--- config.mk ---
export PLATFORM = sky130hd
export DESIGN_NAME = mem_stage_sb
export DESIGN_NICKNAME = d
export VERILOG_FILES = /design/src/rtl/mem_pkg.sv /design/src/rtl/mem_store_buffer.sv /design/src/rtl/mem_stage_sb.sv
export SDC_FILE = /design/constraint.sdc
export NUM_CORES = 2
export LEC_CHECK = 0
export BUFFER_PORTS_ARGS = -buffer_cell sky130_fd_sc_hd__buf_2
export CAP_MARGIN = 10
export CORE_MARGIN = 4
export CORE_UTILIZATION = 56
export DETAILED_ROUTE_END_ITERATION = 10
export PLACE_DENSITY_LB_ADDON = 0.05
export SETUP_SLACK_MARGIN = 0.2
export SLEW_MARGIN = 25
export SYNTH_ARGS = -nofsm -noshare
export SYNTH_HDL_FRONTEND = slang
export SYNTH_SLANG_ARGS = --single-unit
--- constraint.sdc ---
create_clock -name clk -period 9.75 [get_ports clk]
set_input_delay 1.95 -clock clk [delete_from_list [all_inputs] [get_ports clk]]
set_output_delay 1.95 -clock clk [all_outputs]
set_load 0.005 [all_outputs]
--- src/rtl/mem_pkg.sv ---
// -----------------------------------------------------------------------------
// mem_pkg
// Shared types and helpers for the MEM stage and its store buffer.
//   sb_entry_t      : one buffered store {addr, size, data}
//   XFER_B/H/W/D    : legal transfer sizes in bytes (1, 2, 4, 8)
//   size_legal()    : size is one of the legal transfer sizes
//   is_aligned()    : address is a multiple of the (legal) size
//   ranges_overlap(): two byte ranges [addr, addr+size) intersect
//   size_mask()     : byte-lane mask covering the low 'size' bytes
// Buffer entries are held at a fixed 64-bit address/data width. Transfers
// never exceed 8 bytes, so wider data buses carry zeros above bit 63.
// -----------------------------------------------------------------------------
package mem_pkg;

   localparam int SB_ADDR_W = 64;
   localparam int SB_DATA_W = 64;

   localparam logic [3:0] XFER_B = 4'd1;
   localparam logic [3:0] XFER_H = 4'd2;
   localparam logic [3:0] XFER_W = 4'd4;
   localparam logic [3:0] XFER_D = 4'd8;

   typedef struct packed {
      logic [SB_ADDR_W-1:0] addr;
      logic [3:0]           size;
      logic [SB_DATA_W-1:0] data;
   } sb_entry_t;

   function automatic logic size_legal(input logic [3:0] size);
      return (size == XFER_B) || (size == XFER_H) || (size == XFER_W) || (size == XFER_D);
   endfunction

   // Only meaningful for power-of-two sizes; callers check size_legal first.
   function automatic logic is_aligned(input logic [SB_ADDR_W-1:0] addr,
                                       input logic [3:0]           size);
      logic [SB_ADDR_W-1:0] low_mask;
      low_mask = {{(SB_ADDR_W-4){1'b0}}, size - 4'd1};
      return (addr & low_mask) == '0;
   endfunction

   // End addresses carry an extra bit so ranges at the top of the address
   // space do not wrap and produce a false miss.
   function automatic logic ranges_overlap(input logic [SB_ADDR_W-1:0] a_addr,
                                           input logic [3:0]           a_size,
                                           input logic [SB_ADDR_W-1:0] b_addr,
                                           input logic [3:0]           b_size);
      logic [SB_ADDR_W:0] a_end;
      logic [SB_ADDR_W:0] b_end;
      a_end = {1'b0, a_addr} + {{(SB_ADDR_W-3){1'b0}}, a_size};
      b_end = {1'b0, b_addr} + {{(SB_ADDR_W-3){1'b0}}, b_size};
      return ({1'b0, a_addr} < b_end) && ({1'b0, b_addr} < a_end);
   endfunction

   function automatic logic [SB_DATA_W-1:0] size_mask(input logic [3:0] size);
      logic [SB_DATA_W-1:0] m;
      m = '0;
      for (int k = 0; k < 8; k++) begin
         if (k < int'(size)) begin
            m[8*k +: 8] = 8'hFF;
         end
      end
      return m;
   endfunction

endpackage

--- src/rtl/mem_store_buffer.sv ---
// -----------------------------------------------------------------------------
// mem_store_buffer
// Circular in-order store FIFO with a parallel lookup against all live entries.
// Ports:
//   clk, reset     : clock, asynchronous active-high reset (pointers/count only)
//   enq, enq_entry : push one store at the rising edge
//   deq            : pop the head at the rising edge (only when count > 0)
//   lookup_addr/size : byte range of the current load
//   count          : live entries, 0..SB_DEPTH
//   head_entry     : oldest entry, valid when count > 0
//   hit            : some live entry overlaps the lookup range
//   exact          : youngest overlapping entry has the same addr and size
//   fwd_data       : youngest overlapping entry's data masked to lookup size
// -----------------------------------------------------------------------------
module mem_store_buffer
   import mem_pkg::*;
#(
   parameter int SB_DEPTH = 4
)(
   input  logic                          clk,
   input  logic                          reset,
   input  logic                          enq,
   input  sb_entry_t                     enq_entry,
   input  logic                          deq,
   input  logic [SB_ADDR_W-1:0]          lookup_addr,
   input  logic [3:0]                    lookup_size,
   output logic [$clog2(SB_DEPTH):0]     count,
   output sb_entry_t                     head_entry,
   output logic                          hit,
   output logic                          exact,
   output logic [SB_DATA_W-1:0]          fwd_data
);

   localparam int PTR_W = $clog2(SB_DEPTH);
   localparam int CNT_W = PTR_W + 1;

   sb_entry_t        entries [SB_DEPTH];
   logic [PTR_W-1:0] head_ptr;
   logic [PTR_W-1:0] tail_ptr;

   // Pointers wrap naturally because SB_DEPTH is a power of two.
   always_ff @(posedge clk or posedge reset) begin
      if (reset) begin
         head_ptr <= '0;
         tail_ptr <= '0;
         count    <= '0;
      end else begin
         if (enq) begin
            tail_ptr <= tail_ptr + PTR_W'(1);
         end
         if (deq) begin
            head_ptr <= head_ptr + PTR_W'(1);
         end
         if (enq && !deq) begin
            count <= count + CNT_W'(1);
         end else if (deq && !enq) begin
            count <= count - CNT_W'(1);
         end
      end
   end

   // Entry storage is not reset; the count alone decides what is live.
   always_ff @(posedge clk) begin
      if (enq) begin
         entries[tail_ptr] <= enq_entry;
      end
   end

   assign head_entry = entries[head_ptr];

   // Walk oldest to youngest so the last overlapping entry seen is the youngest.
   always_comb begin
      logic [PTR_W-1:0] idx;
      idx      = '0;
      hit      = 1'b0;
      exact    = 1'b0;
      fwd_data = '0;
      for (int i = 0; i < SB_DEPTH; i++) begin
         idx = head_ptr + PTR_W'(i);
         if ((CNT_W'(i) < count) &&
             ranges_overlap(entries[idx].addr, entries[idx].size, lookup_addr, lookup_size)) begin
            hit      = 1'b1;
            exact    = (entries[idx].addr == lookup_addr) && (entries[idx].size == lookup_size);
            fwd_data = entries[idx].data & size_mask(lookup_size);
         end
      end
   end

endmodule

--- src/rtl/mem_stage_sb.sv ---
// -----------------------------------------------------------------------------
// mem_stage_sb
// Pipeline MEM stage with an in-order store buffer in front of a single-port
// data memory. Stores retire into the buffer; the buffer drains on any cycle
// where the memory port is not taken by a load. Loads read memory, forward
// from the buffer, or stall while overlapping stores drain.
// Configuration macro: MEM_STAGE_SB_FWD_EN
//   defined     : a load whose youngest overlapping entry matches exactly in
//                 address and size is forwarded from the buffer
//   not defined : any load overlapping a buffered entry stalls until it drains
// Ports:
//   clk, reset              : clock, asynchronous active-high reset
//   EXMEM_valid             : instruction in EX/MEM is live
//   EXMEM_ALUResult         : byte address
//   EXMEM_RegB_content      : store data (low bytes significant)
//   EXMEM_MemWrite          : store request
//   EXMEM_read_enable       : load request
//   EXMEM_xfer_size         : transfer size in bytes (1, 2, 4, 8)
//   MEM_datafromMem         : load data, zero-extended above the size
//   MEM_stall               : hold EX/MEM and earlier stages
//   MEM_err                 : illegal size or misaligned access (dropped)
//   dm_*                    : data-memory port; dm_read_data is combinational
// ADDR_W is limited to 64 bits by the buffer entry format.
// -----------------------------------------------------------------------------
module mem_stage_sb
   import mem_pkg::*;
#(
   parameter int DATA_W   = 64,
   parameter int ADDR_W   = 64,
   parameter int SB_DEPTH = 4
)(
   input  logic              clk,
   input  logic              reset,
   input  logic              EXMEM_valid,
   input  logic [ADDR_W-1:0] EXMEM_ALUResult,
   input  logic [DATA_W-1:0] EXMEM_RegB_content,
   input  logic              EXMEM_MemWrite,
   input  logic              EXMEM_read_enable,
   input  logic [3:0]        EXMEM_xfer_size,
   output logic [DATA_W-1:0] MEM_datafromMem,
   output logic              MEM_stall,
   output logic              MEM_err,
   output logic [ADDR_W-1:0] dm_address,
   output logic              dm_write_enable,
   output logic              dm_read_enable,
   output logic [DATA_W-1:0] dm_write_data,
   output logic [3:0]        dm_xfer_size,
   input  logic [DATA_W-1:0] dm_read_data
);

   localparam int CNT_W = $clog2(SB_DEPTH) + 1;

`ifdef MEM_STAGE_SB_FWD_EN
   localparam logic FWD_ENABLED = 1'b1;
`else
   localparam logic FWD_ENABLED = 1'b0;
`endif

   logic [SB_ADDR_W-1:0] req_addr;
   logic                 size_fits;
   logic                 access_req;
   logic                 access_legal;
   logic                 load_req;
   logic                 store_req;
   logic                 load_mem;
   logic                 load_fwd;
   logic                 drain;
   sb_entry_t            enq_entry;
   sb_entry_t            head_entry;
   logic [CNT_W-1:0]     sb_count;
   logic                 sb_hit;
   logic                 sb_exact;
   logic [SB_DATA_W-1:0] sb_fwd_data;

   assign req_addr  = SB_ADDR_W'(EXMEM_ALUResult);
   assign size_fits = (int'(EXMEM_xfer_size) * 8) <= DATA_W;

   assign access_req   = EXMEM_valid && (EXMEM_MemWrite || EXMEM_read_enable);
   assign access_legal = size_legal(EXMEM_xfer_size) && size_fits &&
                         is_aligned(req_addr, EXMEM_xfer_size);
   assign MEM_err      = access_req && !access_legal;
   assign load_req     = EXMEM_valid && EXMEM_read_enable && access_legal;
   assign store_req    = EXMEM_valid && EXMEM_MemWrite && access_legal;

   // Store data is masked on entry so forwarding and draining never expose
   // bytes above the transfer size.
   assign enq_entry = '{addr: req_addr,
                        size: EXMEM_xfer_size,
                        data: SB_DATA_W'(EXMEM_RegB_content) & size_mask(EXMEM_xfer_size)};

   // A load only takes the memory port when nothing buffered overlaps it;
   // every other cycle is free for draining the head.
   assign load_fwd  = load_req && sb_hit && sb_exact && FWD_ENABLED;
   assign MEM_stall = load_req && sb_hit && !(sb_exact && FWD_ENABLED);
   assign load_mem  = load_req && !sb_hit;
   assign drain     = !load_mem && (sb_count != '0);

   mem_store_buffer #(
      .SB_DEPTH (SB_DEPTH)
   ) u_store_buffer (
      .clk         (clk),
      .reset       (reset),
      .enq         (store_req),
      .enq_entry   (enq_entry),
      .deq         (drain),
      .lookup_addr (req_addr),
      .lookup_size (EXMEM_xfer_size),
      .count       (sb_count),
      .head_entry  (head_entry),
      .hit         (sb_hit),
      .exact       (sb_exact),
      .fwd_data    (sb_fwd_data)
   );

   always_comb begin
      dm_address      = '0;
      dm_read_enable  = 1'b0;
      dm_write_enable = 1'b0;
      dm_write_data   = '0;
      dm_xfer_size    = '0;
      if (load_mem) begin
         dm_address     = EXMEM_ALUResult;
         dm_read_enable = 1'b1;
         dm_xfer_size   = EXMEM_xfer_size;
      end else if (drain) begin
         dm_address      = ADDR_W'(head_entry.addr);
         dm_write_enable = 1'b1;
         dm_write_data   = DATA_W'(head_entry.data);
         dm_xfer_size    = head_entry.size;
      end
   end

   always_comb begin
      MEM_datafromMem = '0;
      if (load_mem) begin
         MEM_datafromMem = DATA_W'(SB_DATA_W'(dm_read_data) & size_mask(EXMEM_xfer_size));
      end else if (load_fwd) begin
         MEM_datafromMem = DATA_W'(sb_fwd_data);
      end
   end

endmodule
**Word level (Yosys, flattened, before mapping)**

Memories as Yosys holds them, arrays and structs flattened.
Index checks and enable logic that the tools add are counted.

- Multipliers: 0
- $lt $le $gt $ge: 21
- Add/subtract/negate cells: 12
- Reductions and logical operators: 33
- Bitwise logic cells: 3
- Muxes and demuxes: 34
- Divide/modulo/power cells: 0
- Shift operators: 0
- Equality and inequality tests: 4

Operators by type and width:

| kind | count |
|---|---|
| $lt 64x65->1 | 8 |
| $add 64x4->65 | 5 |
| $mux 64 | 5 |
| $and 64x64->64 | 2 |
| $mux 8 | 16 |
| $and 64x4->64 | 1 |
| $logic_not 64->1 | 1 |
| $logic_and 1x1->1 | 21 |
| $lt 3x4->1 const A | 4 |
| $mux 1 | 9 |
| $lt 1x4->1 const A | 2 |
| $lt 2x4->1 const A | 2 |
| $mux 4 | 2 |
| $le 7x7->1 const B | 1 |
| $lt 1x3->1 const A | 2 |
| $lt 2x3->1 const A | 2 |
| $mux 3 | 2 |
| $logic_not 1->1 | 5 |
| $add 2x1->2 const B | 2 |
| $add 2x2->2 const B | 2 |
| $eq 4x1->1 const B | 1 |
| $eq 4x2->1 const B | 1 |
| $eq 4x3->1 const B | 1 |
| $eq 4x4->1 const B | 1 |
| 6 further kinds | 9 |

- Logic and storage cells: 111
- Latch bits: 0
- Bits in registers: 7
- Memory bits (read-only): 0
- Bits of input ports: 201
- Memories kept: 1
- RAM bits: 528
- Output and inout bits: 200

Memories:

| memory | depth | width | read ports | clocked after memory_dff | wr ports | line | RTL |
|---|---|---|---|---|---|---|---|
| u_store_buffer.entries | 4 | 132 | 4 | 0 | 1 | mem_store_buffer.sv:37 | `sb_entry_t entries [SB_DEPTH];` |

**Logic depth before layout (Yosys ltp)**

An unclocked memory read counts as a cell.

- Word-level depth: 16
- Mapped depth: 40
- Depth with buffers taken out: 30

**Modules after synthesis**

A second synthesis with hierarchy kept.

- Cells, all modules: 5494
- Area, all modules: 54748.8 µm²

By module, submodules not included:

| module | times used | cells an instance | seq. area each (µm²) | area an instance (µm²) |
|---|---|---|---|---|
| mem_store_buffer | 1 | 5012 | 16030.4 | 51827.2 |
| mem_stage_sb | 1 | 482 | 0.0 | 2921.6 |

**Worst setup path after synthesis**

Ideal clock, no wire load.

- Path type: flip-flop to output port
- Start: register u_store_buffer.head_ptr[0]
- End: output dm_address[10]
- Cell stages (with the launch flop): 34
- Data required time: 7800 ps
- Buffers on the path: 11
- Arrival: 8306 ps
- Path slack: -506 ps
- Cell sequence: dfrtp_1 > buf_4 > buf_6 > buf_6 > buf_4 > buf_4 > buf_2 > buf_1 > buf_1 > clkbuf_1 > nor3_1 > a21oi_1 > fa_1 > a21o_1 > a21oi_1 > nor2b_1 > nand3_1 > nor4bb_1 > nand2_1 > or2_2 > or3_1 > and2_1 > ha_1 > nand4_1 > or4_1 > nand2b_1 > o41a_1 > a31o_2 > o2111a_1 > nor4_4 > and2_1 > buf_6 > buf_2 > mux2_1

- Longest elaborated chain between the ends: 15
- Elaborated cells between the ends (all ways): 34
- Classes of those cells: add/sub: 7; order compare: 8; mux: 6; reduce/logical: 12; memory: 1

Ends and longest elaborated chain:

| item | line | RTL |
|---|---|---|
| from (decl) | mem_store_buffer.sv:38 | `logic [PTR_W-1:0] head_ptr;` |
| from (signal assigned) | mem_store_buffer.sv:52 | `head_ptr <= head_ptr + PTR_W'(1);` |
| $add 2x1->2 or $mem_v2 4x132 (tied branches) | n/a |  |
| $mem_v2 4x132 * | n/a |  |
| $add 64x4->65 or $lt 64x65->1 (tied branches) | mem_pkg.sv:49, mem_pkg.sv:51 |  |
| $lt 64x65->1 or $logic_and 1x1->1 (tied branches) | mem_pkg.sv:51 | `return ({1'b0, a_addr} < b_end) && ({1'b0, b_addr} < a_end);` |
| $logic_and 1x1->1 (on tied branches) | mem_pkg.sv:51, mem_store_buffer.sv:80 |  |
| $logic_and 1x1->1 or $mux 1 (tied branches) | mem_store_buffer.sv:80 | `if ((CNT_W'(i) < count) &&` |
| $mux 1 (3 in a row) | mem_store_buffer.sv:80 |  |
| $logic_not 1->1 | mem_stage_sb.sv:95 | `assign load_mem = load_req && !sb_hit;` |
| $logic_and 1x1->1 | mem_stage_sb.sv:95 |  |
| $logic_not 1->1 | mem_stage_sb.sv:96 | `assign drain = !load_mem && (sb_count != '0);` |
| $logic_and 1x1->1 | mem_stage_sb.sv:96 |  |
| $mux 64 | mem_stage_sb.sv:125 | `end else if (drain) begin` |
| $mux 64 * | mem_stage_sb.sv:121 | `if (load_mem) begin` |
| to (decl) | mem_stage_sb.sv:43 | `output logic [ADDR_W-1:0] dm_address,` |

Every way passes the cells marked *; elsewhere a longest branch is shown, timed or not.

**Final worst setup path**

- Start: input EXMEM_ALUResult[0]
- End: output dm_address[33]

- Longest elaborated chain between the ends: 14
- Elaborated cells between the ends (all ways): 31
- Classes of those cells: add/sub: 1; order compare: 8; mux: 6; bitwise: 1; reduce/logical: 15

Ends and longest elaborated chain:

| item | line | RTL |
|---|---|---|
| from (decl) | mem_stage_sb.sv:35 | `input logic [ADDR_W-1:0] EXMEM_ALUResult,` |
| $add 64x4->65 | mem_pkg.sv:50 | `b_end = {1'b0, b_addr} + {{(SB_ADDR_W-3){1'b0}}, b_size};` |
| $lt 64x65->1 | mem_pkg.sv:51 |  |
| $logic_and 1x1->1 | mem_pkg.sv:51 |  |
| $logic_and 1x1->1 | mem_store_buffer.sv:80 |  |
| $mux 1 (4 in a row) | mem_store_buffer.sv:80 |  |
| $logic_not 1->1 | mem_stage_sb.sv:95 |  |
| $logic_and 1x1->1 * | mem_stage_sb.sv:95 |  |
| $logic_not 1->1 | mem_stage_sb.sv:96 |  |
| $logic_and 1x1->1 | mem_stage_sb.sv:96 |  |
| $mux 64 | mem_stage_sb.sv:125 |  |
| $mux 64 * | mem_stage_sb.sv:121 |  |

Marked as above.

==> flow_metrics.env <==
export IMPL_status="complete, no violations"
export IMPL_grt_pass1_vias=35400
export IMPL_grt_total_usage=0.342
export IMPL_fin_tns_setup_ns=0
export IMPL_place_gp_congestion=0.975
export IMPL_max_freq_ghz=0.105
export IMPL_area_growth_pct=20.1
export IMPL_synth_edf_count=528
export IMPL_critPathKind="input pin to output pin"
export IMPL_placedInstanceArea_sq_mm=0.0495
export IMPL_antenna_found_initial=14
export IMPL_nNetsFinal=5239
export IMPL_finalHoldViolations=0
export IMPL_wl_met1_mm=59.8
export IMPL_dpl_hpwl_mm=110
export IMPL_report_final_slew_viol_count=0
export IMPL_power_frac_clock=0.166
export IMPL_tightest_slew_ns=0.968
export IMPL_seq_power_share=0.182
export IMPL_fp_dieH_um=290
export IMPL_syn_nets=4536
export IMPL_synth_seq_area_share=0.360
export IMPL_maxSlewHeadroom=0.355
export IMPL_crit_arrival_ns=7.54
export IMPL_crit_fanout=8
export IMPL_worst_path_max_delay_cell="a221o_1"
export IMPL_drtPass1Iterations=8
export IMPL_via_count=36600
export IMPL_finalNonFillerCells=5600
export IMPL_synthesis_area_sq_mm=0.0446
export IMPL_min_period_over_period=0.974
export IMPL_ys_warn_count=0
export IMPL_synth_area_per_cell_sq_um=11.8
export IMPL_power_switching_w=0.00621
export IMPL_synth_main_ff_cell="edfxtp_1"
export IMPL_p_per_area_mw_per_mm2=268
export IMPL_required_ns=7.80
export IMPL_drt_first_iter_violations=3676
export IMPL_die_area_sq_mm=0.0842
export IMPL_place_inst=5396
export IMPL_cts_buffers=60
export IMPL_final_util=0.678
export IMPL_hold_class="register to register"
export IMPL_rsz0062_at_grt="yes"
export IMPL_maxCapViolCount=0
export IMPL_clock_tree_buffer_depth=3
export IMPL_final_area_sq_mm=0.0535
export IMPL_yosysUniqueCellTypes=85
export IMPL_synthCells=3792
export IMPL_max_stage_delay_ns=0.42
export IMPL_io_buffers=400
export IMPL_worstSetupEndpointType="output pin"
export IMPL_drc=0
export IMPL_ys_ff_latch=535
export IMPL_cts_sink_count=535
export IMPL_internal_power_w=0.00815
export IMPL_fin_crit_ns=9.49
export IMPL_grt_ovfl_total=0
export IMPL_setup_viol=0
export IMPL_final_cell_mix="529 x ha_1, 528 x edfxtp_1, 388 x buf_2"
export IMPL_power_frac_comb=0.652
export IMPL_ir_drop_v=0.000196
export IMPL_clkTransAtPathRegs_ns=0.06
export IMPL_met2WireLength_mm=71.5
export IMPL_clock_root_buffer="clkbuf_16"
export IMPL_die_w_um=290
export IMPL_wl_met3_mm=13.9
export IMPL_startpoint_type="input pin"
export IMPL_drt_total_wl_mm=152
export IMPL_layout_drive_gt1_share=0.302
export IMPL_htreeDepth=2
export IMPL_crit_top_cell="buf_4"
export IMPL_rows=103
export IMPL_synthArstFlopShare=0.0131
export IMPL_leakage_nw=21.2
export IMPL_cts_tree="done"
export IMPL_insertion_delay_ns=0.67
export IMPL_start_util=0.564
export IMPL_pin_count=401
export IMPL_swShare=0.432
export IMPL_wire_per_inst_um=27.1
export IMPL_grt_max_degree=106
export IMPL_via_per_inst=6.53
export IMPL_drtAntennaViolNets=0
export IMPL_finClkSkew_ns=0.0479
export IMPL_topRoutingLayerUsed="met5"
export IMPL_core_sq_mm=0.0790
export IMPL_grt_pass1_wl_mm=221
export IMPL_final_common_cell="ha_1"
export IMPL_fillers=5966
-- what timing repair did --
item,4_1_cts,5_1_grt
hold buffers,0,0
endpoints found under the setup margin,199,199
setup buffers,27,47
gates cloned,4,8
pin swaps,16,63
gates resized for setup,62,169
-- worst max-delay path: cells and delay by family --
| family | cells | cell delay (ns) |
|---|---|---|
| buffers and inverters | 10 | 1.61 |
| AOI/OAI and AO/OA | 10 | 2.21 |
| xor gates and xnor gates | 1 | 0.31 |
| and+or+nand+nor | 4 | 0.77 |
| adders and majority gates | 3 | 0.66 |
-- synthesized netlist by cell type (11+ instances only) --
cell type  number  area share
a2111oi_0      13      0.0026
a211oi_1       26      0.0044
a21o_1         70       0.012
a21oi_1       198       0.022
and2_1        139       0.020
and3_1        101       0.014
and4_1         24      0.0047
buf_2          22      0.0025
buf_4          26      0.0044
buf_6          17      0.0043
clkbuf_1       48      0.0040
edfxtp_1      528        0.36
ha_1          538        0.15
inv_1          83      0.0070
mux2_1         56       0.014
mux2_2         32      0.0081
mux2i_1        44      0.0099
mux4_2        290        0.15
nand2_1       265       0.022
nand2b_1       14      0.0020
nand3_1       145       0.016
nand4_1       151       0.021
nor2_1        216       0.018
nor2b_1        93       0.013
nor3_1         51      0.0057
nor4_1         24      0.0034
o211ai_1       14      0.0024
o21a_1         14      0.0024
o21ai_0        68      0.0076
o31ai_2        11      0.0031
or2_2          12      0.0017
xnor2_1       161       0.032
xor2_1        153       0.030
-- cells by family after synthesis --
logic type | count (synthesis) | share of synthesized area
simple gates | 1269 | 0.149
fa+ha+maj | 543 | 0.153
flops | 535 | 0.360
compound gates | 498 | 0.0726
mux | 422 | 0.179
xor+xnor | 314 | 0.0617
buf+inv | 211 | 0.0251
-- power groups by stage --
| stage | logic, W | registers (W) | clock network [W] |
|---|---|---|---|
| after global routing | 0.0102 | 0.00262 | 0.00251 |
| after CTS | 0.00882 | 0.00261 | 0.00241 |
| final | 0.00937 | 0.00261 | 0.00238 |
| after floorplan | 0.00601 | 0.00264 | 0 |
| after detailed placement | 0.00850 | 0.00268 | 0 |
| after global placement | 0.00841 | 0.00268 | 0 |
-- flip-flops by register name (all words and copies together), names as in the netlist --
name	count
u_store_buffer.count	3
u_store_buffer.entries	528
u_store_buffer.head_ptr	2
u_store_buffer.tail_ptr	2
-- worst paths after layout --
kind                                                             start                                endpoint  slack, ns  cells past startpoint
worst min register to register     u_store_buffer.count[0]$_DFFE_PP0P_     u_store_buffer.count[0]$_DFFE_PP0P_       0.61                      1
worst min-delay path               u_store_buffer.count[0]$_DFFE_PP0P_     u_store_buffer.count[0]$_DFFE_PP0P_       0.61                      1
max in group asynchronous                                        reset  u_store_buffer.head_ptr[0]$_DFFE_PP0P_       8.09                      2
min in group asynchronous                                        reset     u_store_buffer.count[2]$_DFFE_PP0P_       1.30                      2
worst max-delay path                                EXMEM_ALUResult[0]                          dm_address[33]       0.26                     28
worst max register to register  u_store_buffer.head_ptr[0]$_DFFE_PP0P_     u_store_buffer.count[2]$_DFFE_PP0P_       2.52                     34
-- cell type report --
type                    instances  area (sq um)  share of cell area
clock buffers                  63          1530              0.0286
inverters                      84           315             0.00589
repair buffers                768          5500               0.103
flip-flops and latches        535         16000               0.300
clock inverters                49           529             0.00988
diodes                          5          12.5            0.000234
multi-input cells            3046         28300               0.529
well taps                    1050          1310              0.0245
-- through the flow --
| step | power, W | setup slack (ns) | hold slack [ns] |
|---|---|---|---|
| finish | 0.0144 | 0.255 | 0.612 |
| global route | 0.0153 | 0.0963 | 0.637 |
| CTS | 0.0138 | 0.206 | 0.594 |
| detailed placement | 0.0112 | -0.427 | 0.578 |
| global placement | 0.0111 | -0.224 | 0.565 |
| floorplan | 0.00865 | 0.215 | 0.520 |
-- routing by layer --
metal / vias to the layer above / GRT usage
li1: 16300 / -
met3: 300 / 0.0546
met1: 18100 / 0.463
met2: 1892 / 0.559
met5: - / 0
met4: 8 / 0.132
Note: power is estimated with default switching activity, not from simulation.
